<file path="src/rtl/alsu_wide.sv">
// alsu_wide: parametrised ALU/shift unit with a valid/ready request port,
// a one-cycle out_valid strobe, multi-cycle shift/rotate and an invalid-op
// LED toggle plus saturating error counter.
module alsu_wide #(
  parameter int unsigned WIDTH          = 8,
  parameter string       INPUT_PRIORITY = "A",
  parameter string       FULL_ADDER     = "ON",
  parameter int unsigned LED_W          = 16,
  parameter int unsigned ERR_W          = 8,
  localparam int unsigned OUT_W         = 2 * WIDTH,
  localparam int unsigned SH_W          = $clog2(OUT_W) + 1
) (
  input  logic             clk,
  input  logic             rst,
  input  logic             in_valid,
  output logic             in_ready,
  input  logic [2:0]       opcode,
  input  logic [WIDTH-1:0] A,
  input  logic [WIDTH-1:0] B,
  input  logic             cin,
  input  logic             serial_in,
  input  logic             direction,
  input  logic [SH_W-1:0]  shamt,
  input  logic             red_op_A,
  input  logic             red_op_B,
  input  logic             bypass_A,
  input  logic             bypass_B,
  output logic [OUT_W-1:0] out,
  output logic             out_valid,
  output logic [LED_W-1:0] leds,
  output logic [ERR_W-1:0] err_count
);

  localparam bit PrioA  = (INPUT_PRIORITY != "B");
  localparam bit UseCin = (FULL_ADDER == "ON");

  typedef enum logic [1:0] {StIdle, StExec, StShift} state_e;

  state_e state_q, state_d;

  // Captured request
  logic [2:0]       op_q;
  logic [WIDTH-1:0] a_q, b_q;
  logic             cin_q, ser_q, dir_q, red_a_q, red_b_q, byp_a_q, byp_b_q;
  logic [SH_W-1:0]  shamt_q;

  logic [SH_W-1:0]  cnt_q, cnt_d;
  logic [OUT_W-1:0] out_q, out_d;
  logic             valid_q, valid_d;
  logic [LED_W-1:0] leds_q, leds_d;
  logic [ERR_W-1:0] err_q, err_d;

  logic                    accept, byp_any, invalid, is_shift;
  logic signed [OUT_W-1:0] a_ext, b_ext;
  logic [OUT_W-1:0]        byp_val, op_val, step_val, sum, prod;
  logic [WIDTH-1:0]        red_sel;

  assign accept  = in_valid & in_ready;
  assign byp_any = byp_a_q | byp_b_q;
  assign invalid = ((red_a_q | red_b_q) & (op_q[1] | op_q[2])) | (op_q[1] & op_q[2]);
  // Only opcodes 4/5 reach here as shifts; 6/7 are always invalid
  assign is_shift = ~byp_any & ~invalid & op_q[2];

  assign a_ext   = {{WIDTH{a_q[WIDTH-1]}}, a_q};
  assign b_ext   = {{WIDTH{b_q[WIDTH-1]}}, b_q};
  assign sum     = a_ext + b_ext + OUT_W'(cin_q & UseCin);
  assign prod    = a_ext * b_ext;
  assign red_sel = (red_a_q && (PrioA || !red_b_q)) ? a_q : b_q;
  assign byp_val = (byp_a_q && (PrioA || !byp_b_q)) ? a_ext : b_ext;

  // State register
  always_ff @(posedge clk) begin
    if (rst) state_q <= StIdle;
    else     state_q <= state_d;
  end

  // Next-state logic
  always_comb begin
    state_d = state_q;
    unique case (state_q)
      StIdle:  if (in_valid) state_d = StExec;
      StExec:  state_d = (is_shift && shamt_q > SH_W'(1)) ? StShift : StIdle;
      StShift: if (cnt_q == SH_W'(1)) state_d = StIdle;
      default: state_d = StIdle;
    endcase
  end

  // FSM outputs
  always_comb begin
    in_ready = (state_q == StIdle);
  end

  // Result of the non-shift opcodes
  always_comb begin
    op_val = out_q;
    unique case (op_q)
      3'd0:    op_val = (red_a_q | red_b_q) ? OUT_W'(|red_sel) : (a_ext | b_ext);
      3'd1:    op_val = (red_a_q | red_b_q) ? OUT_W'(^red_sel) : (a_ext ^ b_ext);
      3'd2:    op_val = sum;
      3'd3:    op_val = prod;
      default: op_val = out_q;
    endcase
  end

  // One shift/rotate step of the current out register; op_q[0] selects rotate
  always_comb begin
    if (dir_q) step_val = {out_q[OUT_W-2:0], op_q[0] ? out_q[OUT_W-1] : ser_q};
    else       step_val = {op_q[0] ? out_q[0] : ser_q, out_q[OUT_W-1:1]};
  end

  // Datapath next state
  always_comb begin
    out_d   = out_q;
    valid_d = 1'b0;
    leds_d  = leds_q;
    err_d   = err_q;
    cnt_d   = cnt_q;
    unique case (state_q)
      StExec: begin
        if (byp_any) begin
          out_d   = byp_val;
          valid_d = 1'b1;
        end else if (invalid) begin
          out_d   = '0;
          valid_d = 1'b1;
          leds_d  = ~leds_q;
          if (err_q != {ERR_W{1'b1}}) err_d = err_q + ERR_W'(1);
        end else if (is_shift) begin
          if (shamt_q != '0) out_d = step_val;
          cnt_d = shamt_q - SH_W'(1);
          if (shamt_q <= SH_W'(1)) begin
            valid_d = 1'b1;
            leds_d  = '0;
          end
        end else begin
          out_d   = op_val;
          valid_d = 1'b1;
          leds_d  = '0;
        end
      end
      StShift: begin
        out_d = step_val;
        cnt_d = cnt_q - SH_W'(1);
        if (cnt_q == SH_W'(1)) begin
          valid_d = 1'b1;
          leds_d  = '0;
        end
      end
      default: ;
    endcase
  end

  // Datapath and capture registers
  always_ff @(posedge clk) begin
    if (rst) begin
      out_q   <= '0;
      valid_q <= 1'b0;
      leds_q  <= '0;
      err_q   <= '0;
      cnt_q   <= '0;
      op_q    <= '0;
      a_q     <= '0;
      b_q     <= '0;
      cin_q   <= 1'b0;
      ser_q   <= 1'b0;
      dir_q   <= 1'b0;
      shamt_q <= '0;
      red_a_q <= 1'b0;
      red_b_q <= 1'b0;
      byp_a_q <= 1'b0;
      byp_b_q <= 1'b0;
    end else begin
      out_q   <= out_d;
      valid_q <= valid_d;
      leds_q  <= leds_d;
      err_q   <= err_d;
      cnt_q   <= cnt_d;
      if (accept) begin
        op_q    <= opcode;
        a_q     <= A;
        b_q     <= B;
        cin_q   <= cin;
        ser_q   <= serial_in;
        dir_q   <= direction;
        shamt_q <= shamt;
        red_a_q <= red_op_A;
        red_b_q <= red_op_B;
        byp_a_q <= bypass_A;
        byp_b_q <= bypass_B;
      end
    end
  end

  assign out       = out_q;
  assign out_valid = valid_q;
  assign leds      = leds_q;
  assign err_count = err_q;

endmodule
</file>
<file path="config.mk">
export PLATFORM = sky130hd
export DESIGN_NAME = alsu_wide
export DESIGN_NICKNAME = d
export VERILOG_FILES = /design/src/rtl/alsu_wide.sv
export SDC_FILE = /design/constraint.sdc
export NUM_CORES = 1
export LEC_CHECK = 0
export CORE_MARGIN = 5
export CORE_UTILIZATION = 45
export DETAILED_ROUTE_END_ITERATION = 8
export PLACE_DENSITY = 0.7
export SLEW_MARGIN = 15
export SYNTH_ARGS = -nofsm -noshare
export SYNTH_HDL_FRONTEND = slang
export SYNTH_SLANG_ARGS = --single-unit
</file>
<file path="constraint.sdc">
create_clock -name clk -period 4.75 [get_ports clk]
set_clock_uncertainty 0.2 [all_clocks]
set_input_delay 0.7125 -clock clk [delete_from_list [all_inputs] [get_ports clk]]
set_output_delay 0.7125 -clock clk [all_outputs]
set_load 0.03 [all_outputs]
</file>
# After elaboration in Yosys (flattened, before gate mapping)
# Index checks and enable logic that the tools add are counted.
[word_totals]
word_cells = 99
register_bits = 79
[classes]
addsub = 5
eq_ne = 15
muxes = 33
n_lt_le_gt_ge = 2
bitwise = 14
n_mul = 1
n_reduce_logical = 12
[op_table]
columns = ["operator", "count"]
rows = [
  ["16-bit 2-to-1 mux", 13],
  ["16-bit one-hot mux with 2 select lines", 2],
  ["16-bit one-hot mux with 4 select lines", 1],
  ["8-bit by 8-bit multiplier with 16-bit output", 1],
  ["16-bit NOT", 1],
  ["16-bit OR", 1],
  ["16-bit bitwise XOR", 1],
  ["5-bit 2-to-1 mux", 3],
  ["4-bit AND reduction", 3],
  ["9-bit by 2-bit adder with 10-bit output", 1],
  ["2-bit inequality test, second input constant", 5],
  ["5-bit one-hot mux with 2 select lines", 1],
  ["5-bit by 1-bit subtractor with 5-bit output, second input constant", 2],
  ["8-bit by 8-bit adder with 9-bit output", 1],
  ["8-bit by 1-bit adder with 8-bit output, second input constant", 1],
  ["8-bit 2-to-1 mux", 1],
  ["8-bit by 4-bit inequality test with 1-bit output, second input constant", 1],
  ["8-bit inequality test, second input constant", 1],
  ["8-bit OR reduction", 1],
  ["8-bit XOR reduction", 1],
  ["1-bit 2-to-1 mux", 7],
  ["3-bit by 2-bit equality test with 1-bit output, second input constant", 2],
  ["2-bit 2-to-1 mux", 3],
  ["2-bit one-hot mux with 3 select lines", 1],
  ["other kinds (19)", 27],
]

# Depth between registers and ports, before layout
# Gate-level depths: netlist of run 1.
[logic_depth]
depth_word = 10
depth_mapped = 20
ltp_nobuf = 18

# Least setup slack after synthesis of run 1
# OpenSTA, ideal clock, no wires.
[synth_path]
path_type = "register -> register"
startpoint = "register a_q[7]"
endpoint = "register out_q[15], in the netlist out[15]"
t_arrival_ns = 4.607
path_stages_with_launch = 18
setup_time_ns = 0.120
setup_slack_ns = -0.177
period_less_slack_ns = 4.927
path_cell_list = "dfxtp_1 clkbuf_1 nand2_1 fa_1 fa_1 inv_1 fa_1 inv_1 fa_1 inv_1 ha_1 or4_1 a21oi_1 a21bo_1 a221o_1 xnor2_1 a22oi_1 nand2_1"
[synth_between]
elab_chain_len = 7
word_cells_on_any_way = 13
[synth_rtl]
columns = ["item", "line", "source"]
rows = [
  ["start: declaration", "43", "logic [WIDTH-1:0] a_q, b_q;"],
  ["start signal: assignment", "162", "a_q <= '0;"],
  ["start signal: assignment", "180", "a_q <= A;"],
  ["branches (longest 5 deep; another with 8-bit by 8-bit multiplier with 16-bit output)", "-", ""],
  ["16-bit 2-to-1 mux *", "120", "if (byp_any) begin"],
  ["16-bit one-hot mux with 2 select lines *", "118", "unique case (state_q)"],
  ["end signal: assignment", "173", "out_q <= out_d;"],
  ["end: declaration", "48", "logic [OUT_W-1:0] out_q, out_d;"],
]
# Every way passes the cells marked *.
# A chain may end at the register's enable or synchronous reset.

# Worst setup path in the final report of run 1
[layout_path]
startpoint = "register b_q[7]"
endpoint = "register out_q[11], in the netlist out[11]"
[layout_between]
elab_chain_len = 7
word_cells_on_any_way = 13
[layout_rtl]
columns = ["item", "line", "source"]
rows = [
  ["start: declaration", "43", ""],
  ["start signal: assignment", "163", "b_q <= '0;"],
  ["start signal: assignment", "181", "b_q <= B;"],
  ["branches (longest 5 deep; another with 8-bit by 8-bit multiplier with 16-bit output)", "-", ""],
  ["16-bit 2-to-1 mux *", "120", ""],
  ["16-bit one-hot mux with 2 select lines *", "118", ""],
]
# Marks and branches as above.

==> results of run 1 <==
## layer usage
layer  track usage (%)  wire length [microns]  vias up
li1                  -                      -     3315
met2              36.0                   9550      184
met1              31.1                   9380     3132
met4              5.71                    308        0
met5                 0                      0        -
met3              3.98                   1120       27
## critical path, cell delays in order (launching register included)
cell	delay [ns]
dfxtp_2	0.35
buf_4	0.15
nand2_1	0.08
fa_1	0.55
fa_1	0.56
inv_1	0.06
fa_1	0.52
inv_1	0.05
fa_1	0.52
inv_1	0.06
ha_4	0.17
a21o_1	0.22
a31o_2	0.24
a41oi_1	0.28
o21ai_0	0.17
xor2_1	0.26
a21oi_1	0.12
o21ai_1	0.13
## what timing repair did
action,in CTS,in global routing
gates resized for setup,29,36
setup buffers,4,7
gates cloned,0,0
hold endpoints to repair,0,0
endpoints found under the setup margin,4,9
pin swaps,7,22
## synthesized netlist by cell type, types with 12 or more instances
| cell | count |
|---|---|
| nand2_1 | 112 |
| ha_1 | 58 |
| xnor2_1 | 18 |
| clkbuf_1 | 29 |
| mux2i_1 | 40 |
| o21ai_0 | 33 |
| a21oi_1 | 79 |
| nor2_1 | 104 |
| dfxtp_1 | 79 |
| inv_1 | 118 |
| fa_1 | 57 |
| a211oi_1 | 12 |
## per-stage QoR
stage	power [mW]	cells	cell area [sq um]	utilization (%)
finish	2.08	1268	9310	58.6
global route	2.19	1268	9310	58.6
CTS	2.07	1261	9140	57.5
detailed placement	1.37	1241	8740	55.0
global placement	1.36	1241	8740	55.0
floorplan	1.14	919	7350	-
## layout make-up
cell class	count	area (sq um)
fill	1452	6580
multi-input combinational	676	5270
sequential	79	1610
timing repair buffer	160	1390
inverter	121	468
tap	216	270
clock buffer	9	225
clock inverter	7	70.1
## how the worst max path moves through the flow
stage,start,to,slack [ns]
2_1_floorplan,a_q[3],out[15],0.009
3_3_place_gp,b_q[5],out[15],-0.1
3_5_place_dp,a_q[6],out[15],-0.19
4_1_cts,b_q[7],out[15],-0.02
5_1_grt,b_q[5],out[15],-0.19
6_report,b_q[7],out[11],-0.01
## cell families after synthesis
family | count (synthesis) | share of synthesized area, %
AND/OR/NAND/NOR | 289 | 17.4
multiplexers | 40 | 5.48
XOR/XNOR | 29 | 3.48
AO/OA/AOI/OAI | 203 | 17.8
buffers and inverters | 164 | 8.68
flip-flops | 79 | 21.6
adder cells (fa/ha/maj) | 115 | 25.5
## sequential cells by signal (all words and copies together) (netlist names)
name,cells
byp_b_q,1
red_b_q,1
op_q,3
byp_a_q,1
err_count,8
ser_q,1
leds,16
cin_q,1
red_a_q,1
cnt_q,5
out,16
b_q,8
shamt_q,5
out_valid,1
dir_q,1
state_q,2
a_q,8
## power groups by stage
| stage | Combinational (mW) | Clock, mW | Sequential, mW |
|---|---|---|---|
| final | 0.639 | 0.691 | 0.746 |
| after global routing | 0.711 | 0.729 | 0.751 |
| after CTS | 0.623 | 0.700 | 0.743 |
| after detailed placement | 0.609 | 0 | 0.758 |
| after global placement | 0.604 | 0 | 0.757 |
| after floorplan | 0.376 | 0 | 0.768 |
==> results.md, run 1 <==
* Run status: finished with violations
* Failing checks: setup timing
* DR WL/cell at 16.1 microns
* P&R area growth vs syn at 27.4%
* Bufs on Longest Clock Path at 2
* Startpoint Class: register
* Critical path class: register to register
* TritonRoute pass-1 iters at 7
* Layout cell share with drive strength beyond 1 at between 15 and 20%
* Die height at approximately 140 microns
* Die Area at 0.0189 sq mm
* P_leak at between 3 and 4 nW
* # rows at between 40 and 50
* Post-synth top area cell: dfxtp_1
* Most frequent cells in the layout: nand2_1, inv_1, nor2_1, buf_4, a21oi_1
* Reg2Reg Depth at 17
* Setup WS pre-CTS at -0.186 ns
* Horiz. Die Dim at 137 microns
* DRC errors left at 0
* Clock slew seen by the registers of the worst setup and hold paths at 0.07 ns
* Synthesized area at about 0.0073 sq mm
* First-pass GRT wire length at approximately 33 mm
* Via count of the first global-routing pass at 6637
* Total number of vias at between 6000 and 7000
* Setup TNS at -0.0107 ns
* R2r startpoint: b_q[7]
* Syn nets at 1068
* Nets at about 1200
* Share of the synthesized area in the top cell type at a little over a fifth
* Hold Path End: ser_q
* Period Utilization, post-route at 100%
* RSZ-0062 raised after global routing: yes
* Final min period at between 4 and 5 ns
* Synthesized area per cell at between 7 and 8 sq um
* Part of the power in combinational logic at a little under a third
* Gpl congestion at ~0.95
* Largest net degree at the start of global routing at 81
* Vias per inst at approximately 5.3
* Clock root cell: clkbuf_16
* Clock power share at around a third
* Top_reg_cell synth: dfxtp_1
* Final wirelength at a little over 20 mm
* Min-delay src: ser_q
* Final worst setup slack at -0.0107 ns
* ANT nets after route at 0
* Antenna diode count at 0
* F_max at 0.210 GHz
* Reg-to-reg endpoint: out[11]
* Slew margin rel. at 30.3%
* Worst Path Max Fanout at 5
* Cells after Synth at 919
* R2r setup slk at -0.01 ns
* P_sw at 732 uW
* Seq/Total Area, Yosys at between 20% and 30%
* Sequential power share at roughly 36%
* Post-synth cell types at 69
* CTS buffer count at 9
* Worst-Skew Late Latency at ~0.36 ns
* Final hold vios at 0
* Post-synth EDFFs at 0
* Sink Count at 79
* Crit path DAT at roughly 4.8 ns
* TritonCTS clock tree: done
* PortBufs at 75
* Initial antenna violation count at 0
* Final setup vio count at 1
* Worst Hold Class: register to register
* H-tree depth at 3
* Pint at 1.34 mW
* Cts hold-fix bufs at 0
* CP endpoint kind: register
* Hold depth at 2
* Pwr Density at between 200 and 250 mW/mm^2
* #FFs+latches synth at just under 80
* Synth area leaders: dfxtp_1, fa_1, ha_1
* Initial DRC count at between 300 and 400
* Starting Density at ~46%
* Synth async-reset ratio at 0%
* Worst-margin pin slew at between 1 and 1.5 ns
* GRT Overall Usage at 22.4%
* Slew Viols, Final at 0
* Switching share of power at 35.3%
* Boundary Pins at 76
* Total grt overflow at 0
* Post-DP HPWL at roughly 16 mm
* Worst Path Required at 4.83 ns
* MaxCap Viol Count at 0
* Yosys warns at 0
* Core ar. at ~0.016 sq mm
* Worst VDD drop at around 0.16 mV
* Fin Hold WS at 0.271 ns
* Commonest non-fill, non-tap cell in the layout: nand2_1
(Power assumes the default switching activity.)
==> run 2, diff against run 1 <==
--- a/config.mk
+++ b/config.mk
@@ -9,6 +9,7 @@
 export CORE_UTILIZATION = 45
 export DETAILED_ROUTE_END_ITERATION = 8
 export PLACE_DENSITY = 0.7
+export REMOVE_ABC_BUFFERS = 1
 export SLEW_MARGIN = 15
 export SYNTH_ARGS = -nofsm -noshare
 export SYNTH_HDL_FRONTEND = slang
==> results.md, run 2 (synthesized netlist as in run 1, its figures left out) <==
* Slew margin rel. at 29.3%
* P&R area growth vs syn at 27.4%
* Pwr Total at between 2 and 2.5 mW
* Die Area at approximately 0.019 sq mm
* Nets at between 1000 and 1500
* Total grt overflow at 0
* Layout cell share with drive strength beyond 1 at roughly 16%
* GRT Overall Usage at between 20% and 30%
* TritonRoute pass-1 iters at 5
* RSZ-0062 raised after global routing: yes
* Core Util, Final at roughly three fifths
* CP cell instances: inv_6 > buf_6 > nor2_2 > fa_1 > inv_2 > fa_1 > fa_1 > fa_1 > inv_1 > ha_2 > or4_4 > a211o_1 > a31oi_1 > xnor2_1 > o221ai_1 > o311ai_1
* H-tree depth at 3
* Total number of vias at 6741
* Clock root cell: clkbuf_16
* Most frequent cells in the layout: nand2_1, inv_1, nor2_1, a21oi_1, clkdlybuf4s50_1
* Critical path class: register to register
* Pwr Density at 232 mW/mm^2
* Final wirelength at roughly 20 mm
* F_max at about 0.21 GHz
* Worst VDD drop at 0.185 mV
* Via count of the first global-routing pass at about 6400
* Starting Density at between 40% and 50%
* Vias per inst at approximately 5.4
* # rows at 46
* Bufs on Longest Clock Path at 2
* Crit path DAT at between 4 and 5 ns
* Worst-Skew Late Latency at approximately 0.34 ns
* Worst Hold Class: register to register
* Run status: finished clean
* Antenna diode count at 0
* Period Utilization, post-route at 99.2%
* Gpl congestion at around 0.92
* Sink Count at 79
* Initial antenna violation count at 0
* Core ar. at 0.0159 sq mm
* Clock slew seen by the registers of the worst setup and hold paths at ~0.060 ns
* Largest net degree at the start of global routing at between 50 and 60
* Cells after DPL at approximately 1200
* Final min period at around 4.7 ns
* ANT nets after route at 0
* Worst Path Max Fanout at 6
* DRC errors left at 0
* CTS buffer count at 9
* Slew Viols, Final at 0
* Initial DRC count at around 360
* Boundary Pins at 76
* CP endpoint kind: register
* Cell mode on critical path: fa_1
* P_leak at between 3 and 4 nW
* PortBufs at 75
* Finished Layout Cells at roughly 1300
* Final setup vio count at 0
* Worst Path Required at 4.80 ns
* DR WL/cell at 15.6 microns
* Die height at approximately 140 microns
* Final hold vios at 0
* Slowest CP cell: fa_1
* Post-DP HPWL at 15.1 mm
* Horiz. Die Dim at 137 microns
* Max incr delay on CP at around 0.55 ns
* Startpoint Class: register
* Worst-margin pin slew at between 1 and 1.5 ns
* Fin Hold WS at around 0.26 ns
* TritonCTS clock tree: done
* First-pass GRT wire length at around 32 mm
* Commonest non-fill, non-tap cell in the layout: nand2_1
* MaxCap Viol Count at 0
run 2: changes by cell type in the layout (fill, tap and decap cells not counted), moves of 3 or more:
cell and change:
nor2_2 +4, buf_6 +4, inv_6 -3, nor2_4 -3, inv_4 -3, dfxtp_4 +3, buf_4 -15, clkbuf_8 +3
dfxtp_2 -4
run 2: cell type report:
class	instances	area [sq um]
Timing Repair Buffer	150	1340
Clock inverter	4	76.3
Multi-Input combinational cell	676	5270
Sequential cell	79	1620
Fill cell	1423	6570
Tap cell	216	270
Inverter	121	467
Clock buffer	12	267
run 2: critical path: cells and delay by family (launching register included):
family | cells | cell delay, ns
buffers and inverters | 4 | 0.25
flip-flops | 1 | 0.36
XOR/XNOR | 1 | 0.17
adder cells (fa/ha/maj) | 5 | 2.23
AO/OA/AOI/OAI | 4 | 0.87
AND/OR/NAND/NOR | 2 | 0.54
run 2: path summary, 6_finish.rpt:
check | to | slack, ns | cells after the start | start
setup reg to reg | out[14] | 0.04 | 16 | b_q[7]
hold / removal | ser_q | 0.26 | 2 | ser_q
setup / recovery | out[14] | 0.04 | 16 | b_q[7]
hold reg to reg | ser_q | 0.26 | 2 | ser_q
run 2: routing by layer:
layer / track usage [%] / routed length [microns]
met2: 32.6 / 9090
met3: 3.32 / 1190
met5: 0 / 0
met1: 29.9 / 8950
met4: 6.32 / 343
run 2: metrics by stage:
stage,instance area (sq um),setup slack [ns],setup TNS (ns)
3_5_place_dp,8620,-0.176,-0.554
6_report,9310,0.0396,0
5_1_grt,9310,-0.152,-0.363
2_1_floorplan,7130,-0.122,-0.187
3_3_place_gp,8620,-0.105,-0.270
4_1_cts,9210,0.000971,0
run 2: what timing repair did:
action                     in CTS  in global routing
resized for setup              56                 30
setup endpoints to repair       6                  7
hold buffers                    0                  0
pin swaps                      24                 14
cloned                          0                  0
setup buffers                  10                  2
run 2: where the power goes:
part,leakage [nW],internal (mW),switching (mW)
registers,0.650,0.694,0.0528
clock network,0.165,0.504,0.280
logic,3.00,0.279,0.352
total,3.82,1.48,0.685
==> run 3, diff against run 2 <==
--- a/config.mk
+++ b/config.mk
@@ -5,10 +5,11 @@
 export SDC_FILE = /design/constraint.sdc
 export NUM_CORES = 1
 export LEC_CHECK = 0
+export ABC_AREA = 1
 export CORE_MARGIN = 5
 export CORE_UTILIZATION = 45
 export DETAILED_ROUTE_END_ITERATION = 8
-export PLACE_DENSITY = 0.7
+export PLACE_DENSITY = 0.67
 export REMOVE_ABC_BUFFERS = 1
 export SLEW_MARGIN = 15
 export SYNTH_ARGS = -nofsm -noshare
==> constraint.sdc (replaced) <==
create_clock -name clk -period 4.8 [get_ports clk]
set_clock_uncertainty 0.2 [all_clocks]
set_input_delay 0.72 -clock clk [delete_from_list [all_inputs] [get_ports clk]]
set_output_delay 0.72 -clock clk [all_outputs]
set_load 0.03 [all_outputs]
==> results.md, run 3 <==
* Setup TNS at 0 ns
* WP buf/inv at 5
* Initial antenna violation count at 0
* # rows at 47
* Vias per inst at 4.94
* RSZ-0062 raised after global routing: no
* Area of the multi-input gates at 0.00503 sq mm
* Nets at roughly 1300
* Final worst setup slack at approximately 0.32 ns
* CTS buffer count at 9
* Gpl congestion at around 0.9
* Crit path DAT at 4.54 ns
* Most frequent cells in the layout: inv_1, nand2_1, o21ai_0, a21oi_1, nor2_1
* TritonRoute pass-1 iters at 5
* Worst Hold Class: register to register
* Clock slew seen by the registers of the worst setup and hold paths at around 0.070 ns
* H-tree depth at 3
* Most frequent cells after synthesis: inv_1, nand2_1, o21ai_0
* Finished Layout Cells at 1423
* Largest net degree at the start of global routing at 65
* Worst VDD drop at roughly 0.2 mV
* Sink Count at 79
* Max incr delay on CP at roughly 0.58 ns
* Total grt overflow at 0
* TritonCTS clock tree: done
* Synthesized area at 0.00760 sq mm
* Die height at between 100 and 150 microns
* Commonest non-fill, non-tap cell in the layout: inv_1
* Post-synth cell types at 42
* Via count of the first global-routing pass at ~6800
* Die Area at slightly below 0.02 sq mm
* DRC errors left at 0
* Pwr Density at ~350 mW/mm^2
* Antenna diode count at 0
* Synth area leaders: dfxtp_1, fa_1, inv_1
* Worst-margin pin slew at approximately 0.98 ns
* MaxCap Viol Count at 0
* Worst-Skew Late Latency at 0.34 ns
* Post-DP HPWL at around 17 mm
* Post-synth EDFFs at 0
* Seq/Total Area, Yosys at a little over a fifth
* P_leak at 4.38 nW
* Final setup vio count at 0
* #FFs+latches synth at 79
* Slew Viols, Final at 0
* CP endpoint kind: register
* Slowest CP cell: fa_1
* Core ar. at around 0.017 sq mm
* Worst Path Max Fanout at 11
* Critical path class: register to register
* Final min period at roughly 4.5 ns
* Cells after DPL at 1403
* Setup WS pre-CTS at -0.0885 ns
* Worst Path Required at roughly 4.9 ns
* Layout cell share with drive strength beyond 1 at 9.14%
* DR WL/cell at about 15 microns
* Share of the synthesized area in the top cell type at a little over a fifth
* P&R area growth vs syn at 19.7%
* Top_reg_cell synth: dfxtp_1
* Total number of vias at between 7000 and 8000
* Post-synth top area cell: dfxtp_1
* Final hold vios at 0
* Register Area at between 0.0015 and 0.002 sq mm
* Slew margin rel. at about a third
* Cts hold-fix bufs at 0
* Period Utilization, post-route at slightly above 90%
* Clock root cell: clkbuf_16
* First-pass GRT wire length at ~35 mm
* F_max at between 0.2 and 0.25 GHz
* Count leader, synth: inv_1
* Startpoint Class: register
* Boundary Pins at 76
* Run status: finished clean
* Pwr Total at between 3 and 4 mW
* Synth async-reset ratio at 0%
* Horiz. Die Dim at between 100 and 150 microns
* ANT nets after route at 0
* Initial DRC count at approximately 480
* GRT Overall Usage at a little over a fifth
* Bufs on Longest Clock Path at 2
* CP cell instances: nand2_1 > inv_1 > fa_1 > inv_1 > fa_1 > inv_1 > fa_1 > inv_1 > fa_1 > inv_1 > ha_4 > a21o_1 > a21oi_1 > nand3_1 > nand2_1 > nand2_1 > o21ai_1 > nand2_1 > nand2_1 > nand2_1 > a21oi_1
* Yosys warns at 0
* Cells after Synth at between 1000 and 1500
* Crit-path leading delay family: adder cells
* Synthesized area per cell at between 6 and 7 sq um
* PortBufs at 75
* Final wirelength at between 20 and 25 mm
* Cell mode on critical path: nand2_1
* FILL cells at between 1500 and 2000
* Starting Density at 45.8%
-- run 3: repair_timing --
action	4_1_cts	5_1_grt
buffers inserted	0	4
pin swaps	0	2
gates resized for setup	1	47
setup endpoints to repair	4	8
-- run 3: power by group --
part	leakage [nW]	switching (mW)	total, mW	internal [mW]
Combinational	3.57	0.984	1.58	0.598
Clock	0.162	0.297	0.760	0.463
Sequential	0.652	0.110	0.854	0.744
Total	4.38	1.39	3.20	1.81
-- run 3: metrics by stage --
step | util, % | instance area (sq um) | hold slack, ns
6_report | 54.9 | 9100 | 0.269
5_1_grt | 54.9 | 9100 | 0.290
4_1_cts | 53.7 | 8900 | 0.269
3_5_place_dp | 51.7 | 8570 | 0.260
3_3_place_gp | 51.7 | 8570 | 0.252
2_1_floorplan | - | 7400 | 0.246
-- run 3: area by class of cell --
class                      count  area share (%)
tap                          220            3.02
timing repair buffer          98            10.2
sequential                    79            17.7
clock inverter                 7            1.13
inverter                     248            10.3
multi-input combinational    762            55.2
clock buffer                   9            2.47
-- run 3: cells by family (layout without fill, tap and decap cells) --
kind of cell	count (synthesis)	in the layout	synth area share [%]
xor gates and xnor gates	4	4	0.461
DFF	79	79	20.8
adders and majority gates	115	115	24.6
and+or+nand+nor	375	375	20.4
AOI/OAI and AO/OA	268	268	18.9
buffers and inverters	294	362	14.9
-- run 3: routing by layer --
layer	up-vias	share of wire (%)	GRT usage, %
met1	3182	48	29.8
met5	-	0	0
met2	155	45	34.7
li1	3658	-	-
met3	28	5.1	4.84
met4	0	1.9	5.71
-- run 3: worst reg2reg max path, stage by stage (launching register included) --
cell and delay [ns]:
dfxtp_4 0.40, nand2_1 0.08, inv_1 0.05, fa_1 0.58, inv_1 0.07, fa_1 0.53, inv_1 0.05, fa_1 0.52
inv_1 0.05, fa_1 0.54, inv_1 0.07, ha_4 0.26, a21o_1 0.18, a21oi_1 0.18, nand3_1 0.12, nand2_1 0.07
nand2_1 0.05, o21ai_1 0.12, nand2_1 0.07, nand2_1 0.07, nand2_1 0.05, a21oi_1 0.10
-- run 3: worst paths after layout --
path | cells past startpoint | startpoint | slack [ns] | end
worst max register to register | 21 | b_q[5] | 0.32 | out[14]
worst max-delay path | 21 | b_q[5] | 0.32 | out[14]
worst min-delay path | 2 | leds[5] | 0.27 | leds[5]
worst min register to register | 2 | leds[5] | 0.27 | leds[5]
